<file path="src/rtl/fetch_unit.sv">
// Instruction-fetch stage with F/D pipeline register.
// Owns pc_F, redirects on Decode branches/jumps (predict taken) and recovers
// the fall-through PC from a small FIFO when Execute reports a misprediction.
module fetch_unit #(
    parameter logic [31:0] RESET_PC  = 32'h0000_0000,
    parameter int unsigned FT_DEPTH  = 2,
    parameter logic [31:0] NOP_INSTR = 32'h0000_0013
) (
    input  logic        clk,
    input  logic        reset,
    input  logic        StallF,
    input  logic        StallD,
    input  logic        FlushD,
    input  logic        branch_D,
    input  logic        jump_D,
    input  logic [31:0] target_D,
    input  logic        branch_E,
    input  logic        condition_met_E,
    input  logic [31:0] imem_rdata,
    output logic [31:0] imem_addr,
    output logic [31:0] instr_D,
    output logic [31:0] pc_D,
    output logic [31:0] pc_plus4_D,
    output logic        valid_D,
    output logic        ft_overflow
);

    localparam int unsigned PTR_W = (FT_DEPTH > 1) ? $clog2(FT_DEPTH) : 1;
    localparam int unsigned CNT_W = PTR_W + 1;
    localparam logic [CNT_W-1:0] FULL_CNT = CNT_W'(FT_DEPTH);

    logic [31:0] pc_q, pc_d;
    logic [31:0] instr_q, pc_d_q, pc4_d_q;
    logic        valid_q;

    logic [31:0]      ft_mem_q [FT_DEPTH];
    logic [PTR_W-1:0] head_q, head_d, tail_q, tail_d;
    logic [CNT_W-1:0] count_q, count_d;
    logic             ovf_q, ovf_d;

    logic        resolve, mispredict, push;
    logic        ft_empty, ft_full, do_pop, do_push;
    logic [31:0] ft_head;

    // Branch bookkeeping only advances when Execute is actually moving.
    assign resolve    = branch_E && !StallF;
    assign mispredict = resolve && !condition_met_E;
    assign push       = branch_D && !StallD && !mispredict;

    assign ft_empty = (count_q == '0);
    assign ft_full  = (count_q == FULL_CNT);
    // On an empty pop this is deliberately the stale entry at head.
    assign ft_head  = ft_mem_q[head_q];

    assign imem_addr   = pc_q;
    assign instr_D     = instr_q;
    assign pc_D        = pc_d_q;
    assign pc_plus4_D  = pc4_d_q;
    assign valid_D     = valid_q;
    assign ft_overflow = ovf_q;

    // Next fetch PC: stall, recover, redirect, sequential.
    always_comb begin
        pc_d = pc_q + 32'd4;
        if (StallF) begin
            pc_d = pc_q;
        end else if (mispredict) begin
            pc_d = ft_head;
        end else if (branch_D || jump_D) begin
            pc_d = target_D;
        end
    end

    // PC register.
    always_ff @(posedge clk) begin
        if (reset) begin
            pc_q <= RESET_PC;
        end else begin
            pc_q <= pc_d;
        end
    end

    // F/D pipeline register; flush beats stall.
    always_ff @(posedge clk) begin
        if (reset || FlushD) begin
            instr_q <= NOP_INSTR;
            pc_d_q  <= 32'd0;
            pc4_d_q <= 32'd0;
            valid_q <= 1'b0;
        end else if (!StallD) begin
            instr_q <= imem_rdata;
            pc_d_q  <= pc_q;
            pc4_d_q <= pc_q + 32'd4;
            valid_q <= 1'b1;
        end
    end

    // Fall-through FIFO next state; a mispredict squashes every younger entry.
    always_comb begin
        head_d  = head_q;
        tail_d  = tail_q;
        count_d = count_q;
        ovf_d   = ovf_q;
        do_pop  = 1'b0;
        do_push = 1'b0;
        if (mispredict) begin
            head_d  = '0;
            tail_d  = '0;
            count_d = '0;
            if (ft_empty) begin
                ovf_d = 1'b1;
            end
        end else begin
            do_pop  = resolve && !ft_empty;
            do_push = push && (!ft_full || do_pop);
            if ((resolve && ft_empty) || (push && ft_full && !do_pop)) begin
                ovf_d = 1'b1;
            end
            if (do_pop) begin
                head_d = head_q + PTR_W'(1);
            end
            if (do_push) begin
                tail_d = tail_q + PTR_W'(1);
            end
            unique case ({do_push, do_pop})
                2'b10:   count_d = count_q + CNT_W'(1);
                2'b01:   count_d = count_q - CNT_W'(1);
                default: count_d = count_q;
            endcase
        end
    end

    // FIFO pointers, count and sticky overflow flag.
    always_ff @(posedge clk) begin
        if (reset) begin
            head_q  <= '0;
            tail_q  <= '0;
            count_q <= '0;
            ovf_q   <= 1'b0;
        end else begin
            head_q  <= head_d;
            tail_q  <= tail_d;
            count_q <= count_d;
            ovf_q   <= ovf_d;
        end
    end

    // FIFO storage; the pushed value is the fall-through of the branch in Decode.
    always_ff @(posedge clk) begin
        if (reset) begin
            for (int i = 0; i < FT_DEPTH; i++) begin
                ft_mem_q[i] <= 32'd0;
            end
        end else if (do_push) begin
            ft_mem_q[tail_q] <= pc4_d_q;
        end
    end

endmodule

</file>
<file path="config.mk">
export PLATFORM = sky130hd
export DESIGN_NAME = fetch_unit
export DESIGN_NICKNAME = d
export VERILOG_FILES = /design/src/rtl/fetch_unit.sv
export SDC_FILE = /design/constraint.sdc
export NUM_CORES = 1
export LEC_CHECK = 0
export CORE_MARGIN = 3
export CORE_UTILIZATION = 45
export CTS_CLUSTER_SIZE = 30
export DETAILED_ROUTE_END_ITERATION = 6
export MAX_ROUTING_LAYER = met4
export PLACE_DENSITY = 0.79
export SYNTH_ARGS = -nofsm -noshare
export SYNTH_HDL_FRONTEND = slang
export SYNTH_SLANG_ARGS = --single-unit
</file>
<file path="constraint.sdc">
create_clock -name clk -period 4.35 [get_ports clk]
set_input_delay 0.435 -clock clk [delete_from_list [all_inputs] [get_ports clk]]
set_output_delay 0.435 -clock clk [all_outputs]
set_load 0.005 [all_outputs]
</file>
Word-level counts from Yosys, hierarchy flattened. Memories as Yosys holds them, arrays and structs flattened. A register that Yosys moved wholly into a read port is not among the register bits. Cells that the tools add are included.

Add/subtract/negate cells: 5. Equal/unequal tests: 4. Multiplexer cells: 17. Reductions and logical operators: 26.

Operators with widths (number): 2-to-1 mux 32 bit (3); adder 32 x 3 -> 32 bit (second input constant) (1); OR reduction 32 bit (1); 2-to-1 mux 1 bit (13); logical AND 1 bit (9); zero test 1 bit (7); equality test 2 bit (second input constant) (2); logical OR 1 bit (4); case mux 2 bit (2 select lines) (1); nonzero test 2 bit (2); adder 1 bit (second input constant) (2); adder 2 x 1 -> 2 bit (second input constant) (1); equality test 2 x 1 -> 1 bit (second input constant) (1); zero test 2 bit (1); inequality test 2 x 1 -> 1 bit (second input constant) (1); AND reduction 2 bit (1); OR reduction 2 bit (1); subtractor 2 x 1 -> 2 bit (second input constant) (1).

Bits in registers: 134. Bits in writable memories: 64. Bits of input ports: 73. Memories: 1.

Memories: ft_mem_q (words 2, bits a word 32, rd ports 1, clocked after memory_dff 1, wr ports 2, RTL line 36) `logic [31:0] ft_mem_q [FT_DEPTH];`.

Logic depth before layout (Yosys ltp). Gate-level depths: netlist of the first run.

Word-level depth: 12. Depth in mapped cells: 11. Gate-level depth less buffers: 8.

Least setup slack after synthesis of the first run. No wires, ideal clock.

Kind: in2reg. Start point: input StallF. End point: memory ft_mem_q[0][0] (enable). Arrival time: 3.850 ns. Setup slack: 0.035 ns. Stages on the path: 7. Path buffers: 4. Cell sequence: clkbuf_1 -> or3b_2 -> clkbuf_1 -> buf_2 -> clkbuf_1 -> nand2_1 -> o21ai_0.

RTL lines: start: declaration (RTL line 11) `input logic StallF,`; end: declaration (RTL line 36).

Worst setup path in the final report of the first run.
Start point: register pc_q[2], in the netlist imem_addr[2]. End point: register pc_q[18], in the netlist imem_addr[18].

Word-level cells in the longest chain between the ends: 3.

Ends and longest elaborated chain: start: declaration (RTL line 32) `logic [31:0] pc_q, pc_d;`; start signal: assignment (RTL line 79) `pc_q <= pc_d;`; adder 32 x 3 -> 32 bit (RTL line 64) `pc_d = pc_q + 32'd4;`; 2-to-1 mux 32 bit (RTL line 69) `end else if (branch_D || jump_D) begin`; 2-to-1 mux 32 bit (RTL line 67) `end else if (mispredict) begin`.

No other way between the ends. A chain may end at the register's enable or synchronous reset.

==> key figures, run 1 <==
Run status
  • Outcome: complete, no violations

Critical path
  • Worst path bufs/invs: 0
  • Crit Path Class: flip-flop to flip-flop
  • Worst path required time: 4.62 ns
  • Critical Path Fanout Max: 9
  • CP max stage cell: nor4_1
  • CP dominant cell by count: nand3_1
  • Crit. End Element: flip-flop
  • Worst Setup Start Kind: flip-flop
  • Cell count of the worst reg-to-reg path: 6
  • Arrival @ worst endpoint: 2.96 ns
  • Max stage delay on crit path: 0.78 ns
  • CP Cell Sequence: ha_1 > nand3_1 > nor4_1 > nand3_1 > xor2_1 > a41oi_1
  • Delay-heaviest family, CP: simple AND/OR/NAND/NOR gates
  • Crit path depth: 6

Clock network
  • # resized after CTS: 0
  • Cts hold-fix bufs: 0
  • Clock Path Buffers: 2
  • Clk root buf: clkbuf_16
  • CTS sink cnt: 197
  • Clk pin slew, worst setup/hold paths: 0.08 ns
  • CTS tree: yes
  • Worst skew pair latency: 0.44 ns
  • H-tree levels: 4
  • Post-CTS setup buffer count: 0
  • TritonCTS Buffers: 17

GRT
  • Grt ovf: 0
  • Total GRT Usage: 22.7%
  • Met1 GRT Util: 31.1%
  • Global-route wire length before repair: 37.0 mm
  • GRT met2 Usage: 32.7%
  • Global-route track usage on met3: 6.60%
  • Initial antenna violation count: 0
  • Top Usage Layer GRT: met2
  • Largest net degree at the start of global routing: 57
  • Vias in the first global route: 6642

Detailed routing
  • Starting DRC count in detailed routing: 725
  • Via density: 5.54
  • Detail Route Antenna Nets: 0
  • Routed wire length: 24.1 mm
  • TritonRoute pass-1 iters: 7
  • Remaining DRCs: 0
  • Vias: 7285
  • Wire per inst: 18.3 um

Yosys
  • Seq/Total Area, Yosys: 52.2%
  • Top-count cell post-synth: dfxtp_1
  • Synth Area in Compound Gates: 12.5%
  • Top cells by count, synth: 133 x dfxtp_1, 117 x nor2_1, 87 x mux2i_1
  • Xor/xnor share of the synthesized area: 3.19%
  • Post-synth EDFFs: 64
  • Yosys top cell by area: dfxtp_1
  • Post-Synth Simple-Gate Area: 17.4%
  • Adder-Cell Fraction of Synth Area: 0.285%
  • FFs w/ async S/R, synth: 0%
  • Mean Syn Cell Area: 9.99 um^2
  • Mapped Area: 8770 um^2
  • Post-Synthesis Cells: 878
  • Largest family of logic cells by synthesized area: simple AND/OR/NAND/NOR gates
  • Syn_nets: 953
  • Yosys warns: 0
  • Ys flop type: dfxtp_1
  • FF+latch count, synth: 197
  • Yosys cell types: 58
  • Top cells by area, synth: dfxtp_1 30%, edfxtp_1 22%, mux2i_1 9.9%, nor2_1 5.0%, and2_1 4.6%
  • Post-synthesis mux area share: 10.7%
  • Top-area cell type share of the netlist area: 30.3%

Power and ir drop
  • P_sw: 1.05 mW
  • VDD IR max: 0.300 mV
  • Sw Share: 24.9%
  • PwrDens: 366 nW/um^2
  • Static leakage: 4.23 nW
  • Overall Power: 4.22 mW
  • Pint: 3.17 mW
  • Reg power frac: 49.1%
  • Clock Power Share: 39.0%
  • Gate power share: 11.8%

Final layout
  • # fillers: 1579
  • Antenna diodes: 0
  • Area Growth Syn to Fin: 31.6%
  • Nets: 1117
  • Multi-input logic area: 3870 um^2
  • Sequential cell area: 4590 um^2
  • Post-route core utilization: 60.9%
  • Share of cells above drive strength 1: 7.20%

Floorplan
  • Die area: 21200 um^2
  • Die Wd: 146 um
  • Core area: 19000 um^2
  • I/O pin cnt: 203
  • Chip height: 146 um
  • # rows: 50
  • Starting Density: 46.3%

Place
  • HPWL Detailed: 16.4 mm
  • Port Buf Inserts: 202
  • Pre-CTS setup slack: 1.37 ns
  • Placer Congestion: 0.893

Timing
  • Least-Margin Pin Slew: 1.03 ns
  • RSZ-0062 raised after global routing: no
  • Slew HR: 31.2%
  • Setup_tns: 0 ns
  • Final period util: 61.9%
  • Tmin final: 2.69 ns
  • Count of final max-slew check failures: 0
  • Fmax: 372 MHz
  • Fin. Hold Viols: 0
  • Post-Route Skew: 0.0112 ns
  • Worst path setup slack after routing: 1.66 ns
  • Endpoints failing setup: 0

Min path
  • HP Class: flip-flop to flip-flop
  • Hold Path Depth: 1

Job
  • Max-Cap Viols: 0
[kinds of logic (layout without fill, tap and decap cells)]
kind of cell / count (synthesis) / after routing
compound gates: 179 / 179
xor+xnor: 32 / 32
fa+ha+maj: 2 / 2
buf+inv: 78 / 255
flops: 197 / 197
mux: 93 / 93
simple gates: 297 / 297
[cells in the final DEF, fill, tap and decap left out, types with 17 or more instances in the layout]
master | Yosys | layout
clkbuf_16 | 0 | 17
a211oi_1 | 18 | 18
mux2i_1 | 87 | 87
and2_1 | 64 | 64
o21ai_0 | 57 | 56
clkdlybuf4s50_1 | 0 | 201
xnor2_1 | 18 | 18
nand2_1 | 38 | 38
nor2_1 | 117 | 117
edfxtp_1 | 64 | 64
dfxtp_1 | 133 | 132
a21oi_1 | 51 | 51
[flip-flops by register name, summed over array words and instances, names as in the netlist, named ones only]
signal,flops
tail_q,1
imem_addr,32
pc_plus4_D,30
pc_D,32
instr_D,32
ft_mem_q,64
head_q,1
valid_D,1
ft_overflow,1
count_q,2
[power by group through the flow]
stage | combinational [mW] | sequential (mW) | clock (mW)
CTS | 0.498 | 2.07 | 1.67
detailed placement | 0.494 | 2.12 | 0
floorplan | 0.269 | 2.08 | 0
global placement | 0.487 | 2.11 | 0
global route | 0.538 | 2.09 | 1.74
finish | 0.498 | 2.08 | 1.65
[worst register-to-register path, cell delays in order (launching register included)]
cell and delay [ns]:
dfxtp_1 0.59, ha_1 0.32, nand3_1 0.14, nor4_1 0.79, nand3_1 0.23, xor2_1 0.31
a41oi_1 0.15
[stage by stage]
step                      area, um^2  instances  hold slack (ns)
after global routing           11500       1315            0.511
after global placement         10900       1283            0.437
after floorplan                 8770        878            0.451
after CTS                      11500       1315            0.481
final                          11500       1315            0.479
after detailed placement       10900       1283            0.453
[routing by layer]
| metal | routed length (um) | share of wire (%) |
|---|---|---|
| met5 | 0 | 0 |
| met4 | 465 | 1.9 |
| met3 | 2490 | 10 |
| met2 | 10800 | 45 |
| met1 | 10400 | 43 |
[area by class of cell]
class                   instances  share of cell area [%]
flip-flops and latches        197                    39.7
clock inverters                13                    1.47
inverters                       7                   0.227
multi-input cells             603                    33.6
repair buffers                216                    18.4
well taps                     260                    2.82
clock buffers                  19                    3.83
[worst paths after layout]
kind	startpoint	endpoint	slack, ns
setup / recovery	imem_addr[2]	imem_addr[18]	1.66
hold / removal	valid_D	valid_D	0.48
setup reg to reg	imem_addr[2]	imem_addr[18]	1.66
hold reg to reg	valid_D	valid_D	0.48
Note: power is estimated with default switching activity, not from simulation.
==> inputs of run 2 (changes only) <==
--- a/config.mk
+++ b/config.mk
@@ -6,11 +6,11 @@
 export NUM_CORES = 1
 export LEC_CHECK = 0
 export CORE_MARGIN = 3
-export CORE_UTILIZATION = 45
+export CORE_UTILIZATION = 50
 export CTS_CLUSTER_SIZE = 30
 export DETAILED_ROUTE_END_ITERATION = 6
 export MAX_ROUTING_LAYER = met4
-export PLACE_DENSITY = 0.79
+export PLACE_DENSITY = 0.83
 export SYNTH_ARGS = -nofsm -noshare
 export SYNTH_HDL_FRONTEND = slang
 export SYNTH_SLANG_ARGS = --single-unit
==> constraint.sdc (replaced) <==
create_clock -name clk -period 2.6 [get_ports clk]
set_input_delay 0.26 -clock clk [delete_from_list [all_inputs] [get_ports clk]]
set_output_delay 0.26 -clock clk [all_outputs]
set_load 0.005 [all_outputs]
==> run 2 against run 1 <==
  * Count of clock-buffer cells in the layout shrank 2
  * Combinational power grew 86%
  * Non-clock buffer count grew 26
  * Clock power grew 57%
  * Die area shrank 9.6%
  * Critical path depth is the same
  * First-iteration DRC count grew 22%
  * Largest cell class unchanged
  * Largest power group unchanged
  * Highest routed layer unchanged
==> key figures, run 2 (synthesis gave the netlist of run 1 again) <==
Power and ir drop
  • Clock Power Share: 37.2% (-1.8 points)
  • Overall Power: 6.95 mW (+65%)
  • VDD IR max: 0.519 mV (+73%)
  • Sw Share: 26.2% (+1.3 points)
  • Reg power frac: 49.5% (+0.4 points)
  • Gate power share: 13.3% (+1.5 points)
  • PwrDens: 594 nW/um^2 (+63%)
  • P_sw: 1.82 mW (+74%)
  • Static leakage: 4.35 nW (+2.8%)
  • Pint: 5.13 mW (+62%)

Floorplan
  • Core area: 16900 um^2 (-11%)
  • Starting Density: 52.0% (+5.7 points)
  • I/O pin cnt: 203 (unchanged)
  • # rows: 47 (-6.0%)
  • Chip height: 138 um (-4.9%)
  • Die Wd: 138 um (-4.9%)
  • Die area: 19200 um^2 (-9.6%)

Timing
  • Fin. Hold Viols: 0 (unchanged)
  • Tmin final: 2.33 ns (-0.359 ns)
  • Least-Margin Pin Slew: 0.578 ns (-0.454 ns)
  • Slew HR: 61.4% (+30 points)
  • Post-Route Skew: 0.00920 ns (-0.00195 ns)
  • Fmax: 429 MHz (+15%)
  • Count of final max-slew check failures: 0 (unchanged)
  • Final period util: 89.7% (+28 points)
  • Endpoints failing setup: 0 (unchanged)
  • Hold WS: 0.362 ns (-0.118 ns)
  • Setup_tns: 0 ns (unchanged)
  • RSZ-0062 raised after global routing: no

Critical path
  • Max stage delay on crit path: 0.66 ns (-0.12 ns)
  • Worst path required time: 2.93 ns (-1.69 ns)
  • Delay-heaviest family, CP: simple AND/OR/NAND/NOR gates
  • Arrival @ worst endpoint: 2.66 ns (-0.30 ns)
  • CP max stage cell: or4_4
  • CP Cell Sequence: ha_1 > nand3_1 > or4_4 > nor4_4 > xnor2_1 > a21oi_1
  • Critical Path Fanout Max: 8 (-1)
  • Worst path bufs/invs: 0 (unchanged)
  • Crit. End Element: flip-flop
  • Worst Setup Start Kind: flip-flop
  • Crit Path Class: flip-flop to flip-flop

GRT
  • Global-route wire length before repair: 38.9 mm (+5.2%)
  • Initial antenna violation count: 0 (unchanged)
  • Vias in the first global route: 7077 (+6.5%)
  • Met1 GRT Util: 35.7% (+4.5 points)
  • Total GRT Usage: 26.1% (+3.4 points)
  • Largest net degree at the start of global routing: 77 (+35%)
  • Grt ovf: 0 (unchanged)
  • Top Usage Layer GRT: met2
  • Global-route track usage on met3: 6.25% (-0.35 points)
  • GRT met2 Usage: 38.5% (+5.8 points)

Final layout
  • Area Growth Syn to Fin: 33.4%
  • Commonest cells after routing, fill and taps aside: 201 x clkdlybuf4s50_1, 132 x dfxtp_1, 117 x nor2_1, 87 x mux2i_1
  • Commonest non-fill, non-tap cell in the layout: clkdlybuf4s50_1
  • Share of cells above drive strength 1: 9.62% (+2.4 points)
  • Antenna diodes: 0 (unchanged)
  • Max reg flops: 64 (unchanged)
  • Nets: 1143 (+2.3%)
  • Largest Register: ft_mem_q

Clock network
  • TritonCTS Buffers: 17 (unchanged)
  • # resized after CTS: 0 (unchanged)
  • CTS sink cnt: 197 (unchanged)
  • Post-CTS setup buffer count: 0 (unchanged)
  • H-tree levels: 4 (unchanged)
  • CTS tree: yes
  • Clock Path Buffers: 2 (unchanged)
  • Cts hold-fix bufs: 0 (unchanged)
  • Worst skew pair latency: 0.44 ns (about the same)
  • Clk pin slew, worst setup/hold paths: 0.07 ns (about the same)
  • Clk root buf: clkbuf_16

Place
  • Placer Congestion: 0.940 (+5.3%)
  • HPWL Detailed: 17.3 mm (+5.6%)
  • Port Buf Inserts: 202 (unchanged)

Detailed routing
  • Routed wire length: 24.8 mm (+3.0%)
  • Vias: 7506 (+3.0%)
  • Via density: 5.77 (+4.1%)
  • TritonRoute pass-1 iters: 6 (-1)
  • Starting DRC count in detailed routing: 883 (+22%)
  • Detail Route Antenna Nets: 0 (unchanged)
  • Wire per inst: 19.1 um (+4.2%)
  • Remaining DRCs: 0 (unchanged)

Job
  • Max-Cap Viols: 0 (unchanged)

Run status
  • Outcome: complete, no violations

Min path
  • HP Class: input port to flip-flop
## run 2: final timing paths
kind / start / end / slack, ns / cells after the start
worst max-delay path: imem_addr[3] / pc_plus4_D[26] / 0.27 / 6
worst min-delay path: StallD / tail_q / 0.36 / 5
worst max register to register: imem_addr[3] / pc_plus4_D[26] / 0.27 / 6
worst min register to register: valid_D / valid_D / 0.46 / 1
## run 2: layer usage
| layer | wire length (um) | vias up |
|---|---|---|
| met4 | 571 | 0 |
| met2 | 11000 | 426 |
| met5 | 0 | - |
| met3 | 2380 | 47 |
| met1 | 10900 | 3531 |
| li1 | - | 3502 |
## run 2: final cells by class
cell class / count / area (um^2)
Clock inverter: 15 / 149
Tap cell: 220 / 275
Inverter: 7 / 26.3
Fill cell: 1264 / 5180
Clock buffer: 17 / 425
Multi-Input combinational cell: 603 / 3880
Timing Repair Buffer: 242 / 2360
Sequential cell: 197 / 4590
## run 2: power groups by stage
stage / clock (mW) / combinational (mW) / sequential (mW)
6_report: 2.59 / 0.928 / 3.44
5_1_grt: 2.74 / 0.995 / 3.46
4_1_cts: 2.62 / 0.921 / 3.44
3_5_place_dp: 0 / 0.911 / 3.51
3_3_place_gp: 0 / 0.898 / 3.50
2_1_floorplan: 0 / 0.453 / 3.47
## run 2: through the flow
step	cell area (um^2)	cells	utilization [%]	worst slack (ns)
after floorplan	8790	878	-	0.193
after global placement	11100	1269	65.9	0.301
after detailed placement	11100	1269	65.9	0.211
after CTS	11700	1301	69.3	0.283
after global routing	11700	1301	69.3	0.187
final	11700	1301	69.3	0.267
## run 2: worst min-delay path: stages
cell      delay (ns)
buf_4           0.11
a311oi_1        0.06
buf_4           0.14
xnor2_1         0.13
nor3_1          0.04
==> inputs of run 3 (changes only) <==
--- a/config.mk
+++ b/config.mk
@@ -7,7 +7,6 @@
 export LEC_CHECK = 0
 export CORE_MARGIN = 3
 export CORE_UTILIZATION = 50
-export CTS_CLUSTER_SIZE = 30
 export DETAILED_ROUTE_END_ITERATION = 6
 export MAX_ROUTING_LAYER = met4
 export PLACE_DENSITY = 0.83
==> results of run 3 <==
The final DEF is identical to that of run 2; final timing and power are the same.
